**src/rtl/aes_round_ctrl.sv**
```systemverilog
// aes_round_ctrl
// Sequencing controller for an iterative AES-256 round datapath. It steers the
// state-input mux (plaintext vs. round feedback), pulses the state register
// load enable once per completed round, and provides the round index used to
// select the round key plus a last-round flag that bypasses MixColumns.
//
// Parameters
//   NR         number of cipher rounds after the initial AddRoundKey (1..15)
//   ROUND_LAT  datapath cycles per round (1..15)
//
// Ports
//   clk         rising-edge clock
//   rst         asynchronous active-low reset
//   key_ready   expanded key schedule valid (only looked at while idle)
//   in_valid    plaintext present on the datapath input
//   in_ready    controller accepts plaintext
//   out_valid   ciphertext valid in the state register
//   out_ready   consumer takes ciphertext
//   mux_sel     state-input mux select, 1 = plaintext, 0 = feedback
//   state_en    state register load enable, one cycle per load
//   round_idx   round index 0..NR, indexes the round key
//   last_round  high while round_idx == NR
//   busy        high while rounds are being computed
//   abort       only with AES_CTRL_ABORT_EN: return to idle at once
//
// Build option
//   AES_CTRL_ABORT_EN  adds the abort input and its behaviour.
module aes_round_ctrl #(
  parameter int NR        = 14,
  parameter int ROUND_LAT = 1
) (
  input  logic       clk,
  input  logic       rst,
  input  logic       key_ready,
  input  logic       in_valid,
  output logic       in_ready,
  output logic       out_valid,
  input  logic       out_ready,
  output logic       mux_sel,
  output logic       state_en,
  output logic [3:0] round_idx,
  output logic       last_round,
  output logic       busy
`ifdef AES_CTRL_ABORT_EN
  ,
  input  logic       abort
`endif
);

  localparam logic [3:0] NrL    = 4'(NR);
  localparam logic [3:0] LatM1L = 4'(ROUND_LAT - 1);

  typedef enum logic [1:0] {
    IDLE  = 2'd0,
    ROUND = 2'd1,
    DONE  = 2'd2
  } state_e;

  state_e     state_q, state_d;
  logic [3:0] round_q, round_d;
  logic [3:0] wcnt_q,  wcnt_d;
  logic       loadEn;
  logic       abortReq;

`ifdef AES_CTRL_ABORT_EN
  assign abortReq = abort;
`else
  assign abortReq = 1'b0;
`endif

  // State, round index and wait counter registers. Reset assertion takes
  // effect without a clock so no load enable can follow it.
  always_ff @(posedge clk or negedge rst) begin
    if (!rst) begin
      state_q <= IDLE;
      round_q <= 4'd0;
      wcnt_q  <= 4'd0;
    end else begin
      state_q <= state_d;
      round_q <= round_d;
      wcnt_q  <= wcnt_d;
    end
  end

  // Next-state logic. The load enable is the only output produced here
  // because the idle handshake load must happen in the accept cycle itself;
  // everything else is decoded from the registers below.
  always_comb begin
    state_d = state_q;
    round_d = round_q;
    wcnt_d  = wcnt_q;
    loadEn  = 1'b0;

    unique case (state_q)
      IDLE: begin
        round_d = 4'd0;
        wcnt_d  = 4'd0;
        if (in_valid && key_ready) begin
          // Plaintext XOR round key 0 is loaded now, round 1 comes next.
          loadEn  = 1'b1;
          round_d = 4'd1;
          state_d = ROUND;
        end
      end
      ROUND: begin
        wcnt_d = wcnt_q + 4'd1;
        if (wcnt_q == LatM1L) begin
          loadEn = 1'b1;
          wcnt_d = 4'd0;
          // The final round keeps its index so the result stays tagged NR.
          if (round_q < NrL) begin
            round_d = round_q + 4'd1;
          end else begin
            state_d = DONE;
          end
        end
      end
      DONE: begin
        if (out_ready) begin
          state_d = IDLE;
          round_d = 4'd0;
        end
      end
      default: begin
        state_d = IDLE;
        round_d = 4'd0;
        wcnt_d  = 4'd0;
      end
    endcase

    // Abort overrides both the accept handshake and the output handshake.
    if (abortReq) begin
      state_d = IDLE;
      round_d = 4'd0;
      wcnt_d  = 4'd0;
      loadEn  = 1'b0;
    end
  end

  // Registered decodes; in_ready and state_en are the only paths that
  // depend combinationally on inputs.
  assign in_ready   = (state_q == IDLE) && key_ready;
  assign state_en   = loadEn;
  assign mux_sel    = (state_q == IDLE);
  assign out_valid  = (state_q == DONE);
  assign busy       = (state_q == ROUND);
  assign round_idx  = round_q;
  assign last_round = (round_q == NrL);

  // The round index may never run past the final round.
  roundIdxInRange: assert property (@(posedge clk) disable iff (!rst)
                                    round_q <= NrL);

endmodule

```
**config.mk**
```make
export PLATFORM = sky130hd
export DESIGN_NAME = aes_round_ctrl
export DESIGN_NICKNAME = d
export VERILOG_FILES = /design/src/rtl/aes_round_ctrl.sv
export SDC_FILE = /design/constraint.sdc
export NUM_CORES = 1
export LEC_CHECK = 0
export CAP_MARGIN = 0
export CELL_PAD_IN_SITES_DETAIL_PLACEMENT = 2
export CELL_PAD_IN_SITES_GLOBAL_PLACEMENT = 2
export CORE_ASPECT_RATIO = 0.8
export CORE_MARGIN = 2
export CORE_UTILIZATION = 30
export DETAILED_ROUTE_END_ITERATION = 10
export PLACE_DENSITY_LB_ADDON = 0.1
export SLEW_MARGIN = 20
export SYNTH_ARGS = -nofsm -noshare
export SYNTH_HDL_FRONTEND = slang
export SYNTH_SLANG_ARGS = --single-unit
```
**constraint.sdc**
```tcl
create_clock -name clk -period 4.15 [get_ports clk]
set_input_delay 1.245 -clock clk [delete_from_list [all_inputs] [get_ports clk]]
set_output_delay 1.245 -clock clk [all_outputs]
set_load 0.05 [all_outputs]
```
==> impl_summary.log <==
INFO  metric result_of_the_run = complete, no violations
INFO  metric dr_wl_cell = about 17 µm
INFO  metric first_pass_grt_wire_length = roughly 3000 µm
INFO  metric setup_violations = 0
INFO  metric layout_min_cycle_time = roughly 3600 ps
INFO  metric detail_route.drc_violations = 0
INFO  metric hold-path-cell-count = 1
INFO  metric seq_area_frac_synth = a little over two fifths
INFO  metric drt-total-wl = 1760 µm
INFO  metric number_of_buffers_between_clock_root_and_the_deepest_sink = 2
INFO  metric detail-route-antenna-nets = 0
INFO  metric max-slew-margin-rel = a little over half
INFO  metric nNetsFinal = between 80 and 90
INFO  metric power.switching_fraction = between 40 and 50%
INFO  metric power.switching = 0.000276 W
INFO  metric crit_path_max_fanout = 4
INFO  metric gp_congestion = 0.698
INFO  metric drv.max_cap_violation_count = 0
INFO  metric design.core.area = 0.00187 mm²
INFO  metric grt_setup_unrepaired = false
INFO  metric final.fill_count = 210
INFO  metric cts_post_setup_buffers_inserted = 0
INFO  metric die_w = 53.7 µm
INFO  metric cts_root_buffer = sky130_fd_sc_hd__clkbuf_4
INFO  metric crit_path_start = key_ready
INFO  metric top_signal_layer_used = met4
INFO  metric placement_rows = 14
INFO  metric area_growth = 35.3%
INFO  metric crit_slowest_cell = sky130_fd_sc_hd__clkdlybuf4s50_1
INFO  metric post_synth.cell_area_avg = roughly 9.5 µm²
INFO  metric final_hold_viol_count = 0
INFO  metric initial_core_utilization = roughly a third
INFO  metric timing.setup.tns = 0 ps
INFO  metric detailedRoute.firstPassIterationCount = 1
INFO  metric critical_path.max_stage_delay = around 470 ps
INFO  metric drt_iter0_drc = 0
INFO  metric hp_class = reg2reg
INFO  metric cp.required = roughly 2900 ps
INFO  metric cts_max_level = 1
INFO  metric ys_ff_latch = 10
INFO  metric global_route.overflow_total = 0
INFO  metric met1Wirelength = ~800 µm
INFO  metric syn_area = approximately 590 µm²
INFO  metric worst_hold_startpoint = wcnt_q[0]$_DFFE_PN0P_
INFO  metric via_count_of_the_first_global_routing_pass = 595
INFO  metric ff2ff_setup_slack = roughly 2400 ps
INFO  metric fin_worst_skew = approximately 11 ps
INFO  metric chipHeight = 43.7 µm
INFO  metric route.vias.total = 555
INFO  metric diodes = 0
INFO  metric fmax = 282 MHz
INFO  metric routed-wl-met3 = roughly 83 µm
INFO  metric worst_r2r_startpoint = wcnt_q[0]$_DFFE_PN0P_
INFO  metric power_report.internal_total = ~0.00029 W
INFO  metric critPathBufInv = 2
INFO  metric setup.worst_path.class = in2out
INFO  metric vias_per_cell = 5.39
INFO  metric hold-path-endpoint = wcnt_q[0]$_DFFE_PN0P_
INFO  metric critPathTopFamily = buffers and inverters
INFO  metric worstReg2RegEnd = round_idx[1]$_DFFE_PN0P_
INFO  metric cts_made_buffers = 3
INFO  metric clk_pin_slew_worst_paths = roughly 80 ps
INFO  metric cts.sinks = 10
INFO  metric crit_chain = clkdlybuf4s50_1 > nand4bb_1 > o21ai_0 > buf_12
INFO  metric setup_slack = about 600 ps
INFO  metric worstPathArrival = roughly 2300 ps
INFO  metric antenna_violations_before_repair = 0
INFO  metric utilization = a little over two fifths
INFO  metric cell_variety_after_synth = 29
INFO  metric dpl_cell_area = between 700 and 800 µm²
INFO  metric timing_worst_slew_pin_value = between 600 and 700 ps
INFO  metric pwr-share-comb = a little under three fifths
INFO  metric route.met2.wl = 852 µm
INFO  metric clockPowerShare = between 10% and 20%
INFO  metric finalInstanceArea = 801 µm²
INFO  metric startpoint_class_of_the_critical_path = input pin
INFO  metric numPortBuffers = 14
INFO  metric count_of_cells_along_the_worst_register_to_register_path = 5
INFO  metric power.share.sequential = between 20% and 30%
INFO  metric die_area = 0.00235 mm²
INFO  metric resized_gates_after_cts = 0
INFO  metric kind_of_end_point_of_the_critical_path = primary output
INFO  metric net_count_of_the_mapped_netlist = about 70
INFO  metric powerDensity = 706 mW/mm²
INFO  metric report.final.slew_viol_count = 0
INFO  metric ioPinCount = 15
INFO  metric ctsHoldBuffers = 0
INFO  metric clkLatencyLatePin = about 270 ps
INFO  metric grt_max_degree = 11
INFO  metric dp.final_hpwl = between 1000 and 1500 µm
INFO  metric yosysWarnings = 0
INFO  metric drive_above_1_share = between 10% and 20%
INFO  metric globalRouteTotalUtil = a little under a fifth
INFO  metric post_synth_inst_count = 62
INFO  metric vdd_ir_drop_max = roughly 400 µV
INFO  metric tritoncts = built
INFO  metric period_share = a little under nine tenths
INFO  metric post-place-ws = just under 600 ps
INFO  metric power.leakage = around 0.36 nW
-- power groups by stage --
stage	logic [W]	clock network [W]	registers (W)
2_1_floorplan	0.000154	0	0.000203
3_3_place_gp	0.000311	0	0.000156
3_5_place_dp	0.000322	0	0.000156
4_1_cts	0.000323	0.0000933	0.000155
5_1_grt	0.000341	0.000101	0.000159
6_report	0.000319	0.0000904	0.000155
-- how the worst max path moves through the flow --
stage                     to  cells past startpoint
floorplan           state_en                      4
global placement    state_en                      4
detailed placement  state_en                      4
CTS                 state_en                      4
global route        state_en                      4
finish              state_en                      4
-- state kept, by name (all words and copies together) (netlist names) --
signal	count
round_idx	4
state_q	2
wcnt_q	4
-- logic make-up (layout without fill, tap and decap cells) --
group | Yosys count | count (layout) | synth area share, %
flops | 10 | 10 | 42.3
simple gates | 22 | 22 | 23.3
buf+inv | 7 | 24 | 4.65
compound gates | 19 | 19 | 21.4
fa+ha+maj | 4 | 4 | 8.46
-- synthesized netlist by cell type --
library cell | count | share of area, %
sky130_fd_sc_hd__or4_1 | 1 | 1.3
sky130_fd_sc_hd__inv_1 | 5 | 3.2
sky130_fd_sc_hd__o211ai_1 | 2 | 2.5
sky130_fd_sc_hd__and3_1 | 3 | 3.2
sky130_fd_sc_hd__dfrtp_1 | 10 | 42
sky130_fd_sc_hd__nand2_1 | 4 | 2.5
sky130_fd_sc_hd__a31oi_1 | 2 | 2.1
sky130_fd_sc_hd__clkinv_1 | 1 | 0.63
sky130_fd_sc_hd__o31ai_1 | 2 | 2.5
sky130_fd_sc_hd__o311ai_1 | 1 | 1.5
sky130_fd_sc_hd__o21ai_0 | 3 | 2.5
sky130_fd_sc_hd__or3b_2 | 1 | 1.5
sky130_fd_sc_hd__nor2b_1 | 2 | 2.1
sky130_fd_sc_hd__o21a_1 | 1 | 1.3
sky130_fd_sc_hd__nand2b_1 | 2 | 2.1
sky130_fd_sc_hd__and2_1 | 1 | 1.1
sky130_fd_sc_hd__ha_1 | 4 | 8.5
sky130_fd_sc_hd__o22ai_1 | 1 | 1.1
sky130_fd_sc_hd__a22o_1 | 1 | 1.5
sky130_fd_sc_hd__or3b_4 | 1 | 1.9
sky130_fd_sc_hd__nor3b_1 | 1 | 1.3
sky130_fd_sc_hd__a41oi_1 | 1 | 1.5
sky130_fd_sc_hd__a21oi_1 | 4 | 3.4
sky130_fd_sc_hd__and2b_1 | 1 | 1.3
sky130_fd_sc_hd__nor2_1 | 1 | 0.63
sky130_fd_sc_hd__nand3_1 | 3 | 2.5
sky130_fd_sc_hd__nand4bb_1 | 1 | 1.9
sky130_fd_sc_hd__a31o_2 | 1 | 1.5
sky130_fd_sc_hd__buf_2 | 1 | 0.84
-- cells in the final DEF (no fill, tap or decap), drive strengths merged --
| cell | count |
|---|---|
| dfrtp | 10 |
| clkinv | 1 |
| o311ai | 1 |
| o21a | 1 |
| o31ai | 2 |
| a31o | 1 |
| nand4bb | 1 |
| a21oi | 4 |
| nor2b | 2 |
| inv | 5 |
| clkdlybuf4s50 | 12 |
| or4 | 1 |
| and3 | 3 |
| a31oi | 2 |
| and2 | 1 |
| and2b | 1 |
| o211ai | 2 |
| clkbuf | 4 |
| ha | 4 |
| nand2 | 4 |
| o22ai | 1 |
| nor3b | 1 |
| buf | 2 |
| a22o | 1 |
| o21ai | 3 |
| nand3 | 3 |
| nand2b | 2 |
| nor2 | 1 |
| or3b | 2 |
| a41oi | 1 |
-- routing by layer --
layer / up-vias / global-route usage [%]
met5: - / 0
met4: 0 / 7.69
met3: 4 / 8.62
met2: 12 / 27.9
met1: 277 / 22.4
li1: 262 / -
-- cell type report --
type | instances | area (µm²) | area share [%]
Tap cell | 24 | 30.0 | 3.75
Sequential cell | 10 | 250 | 31.3
Inverter | 6 | 22.5 | 2.81
Clock buffer | 4 | 36.3 | 4.53
Timing Repair Buffer | 14 | 148 | 18.4
Multi-Input combinational cell | 45 | 314 | 39.2
-- metrics by stage --
stage	hold slack [ps]	std cells	power, W
3_3_place_gp	533	99	0.000467
6_report	561	103	0.000565
3_5_place_dp	550	99	0.000478
2_1_floorplan	505	62	0.000358
4_1_cts	568	103	0.000571
5_1_grt	631	103	0.000601
(Power assumes the default switching activity.)
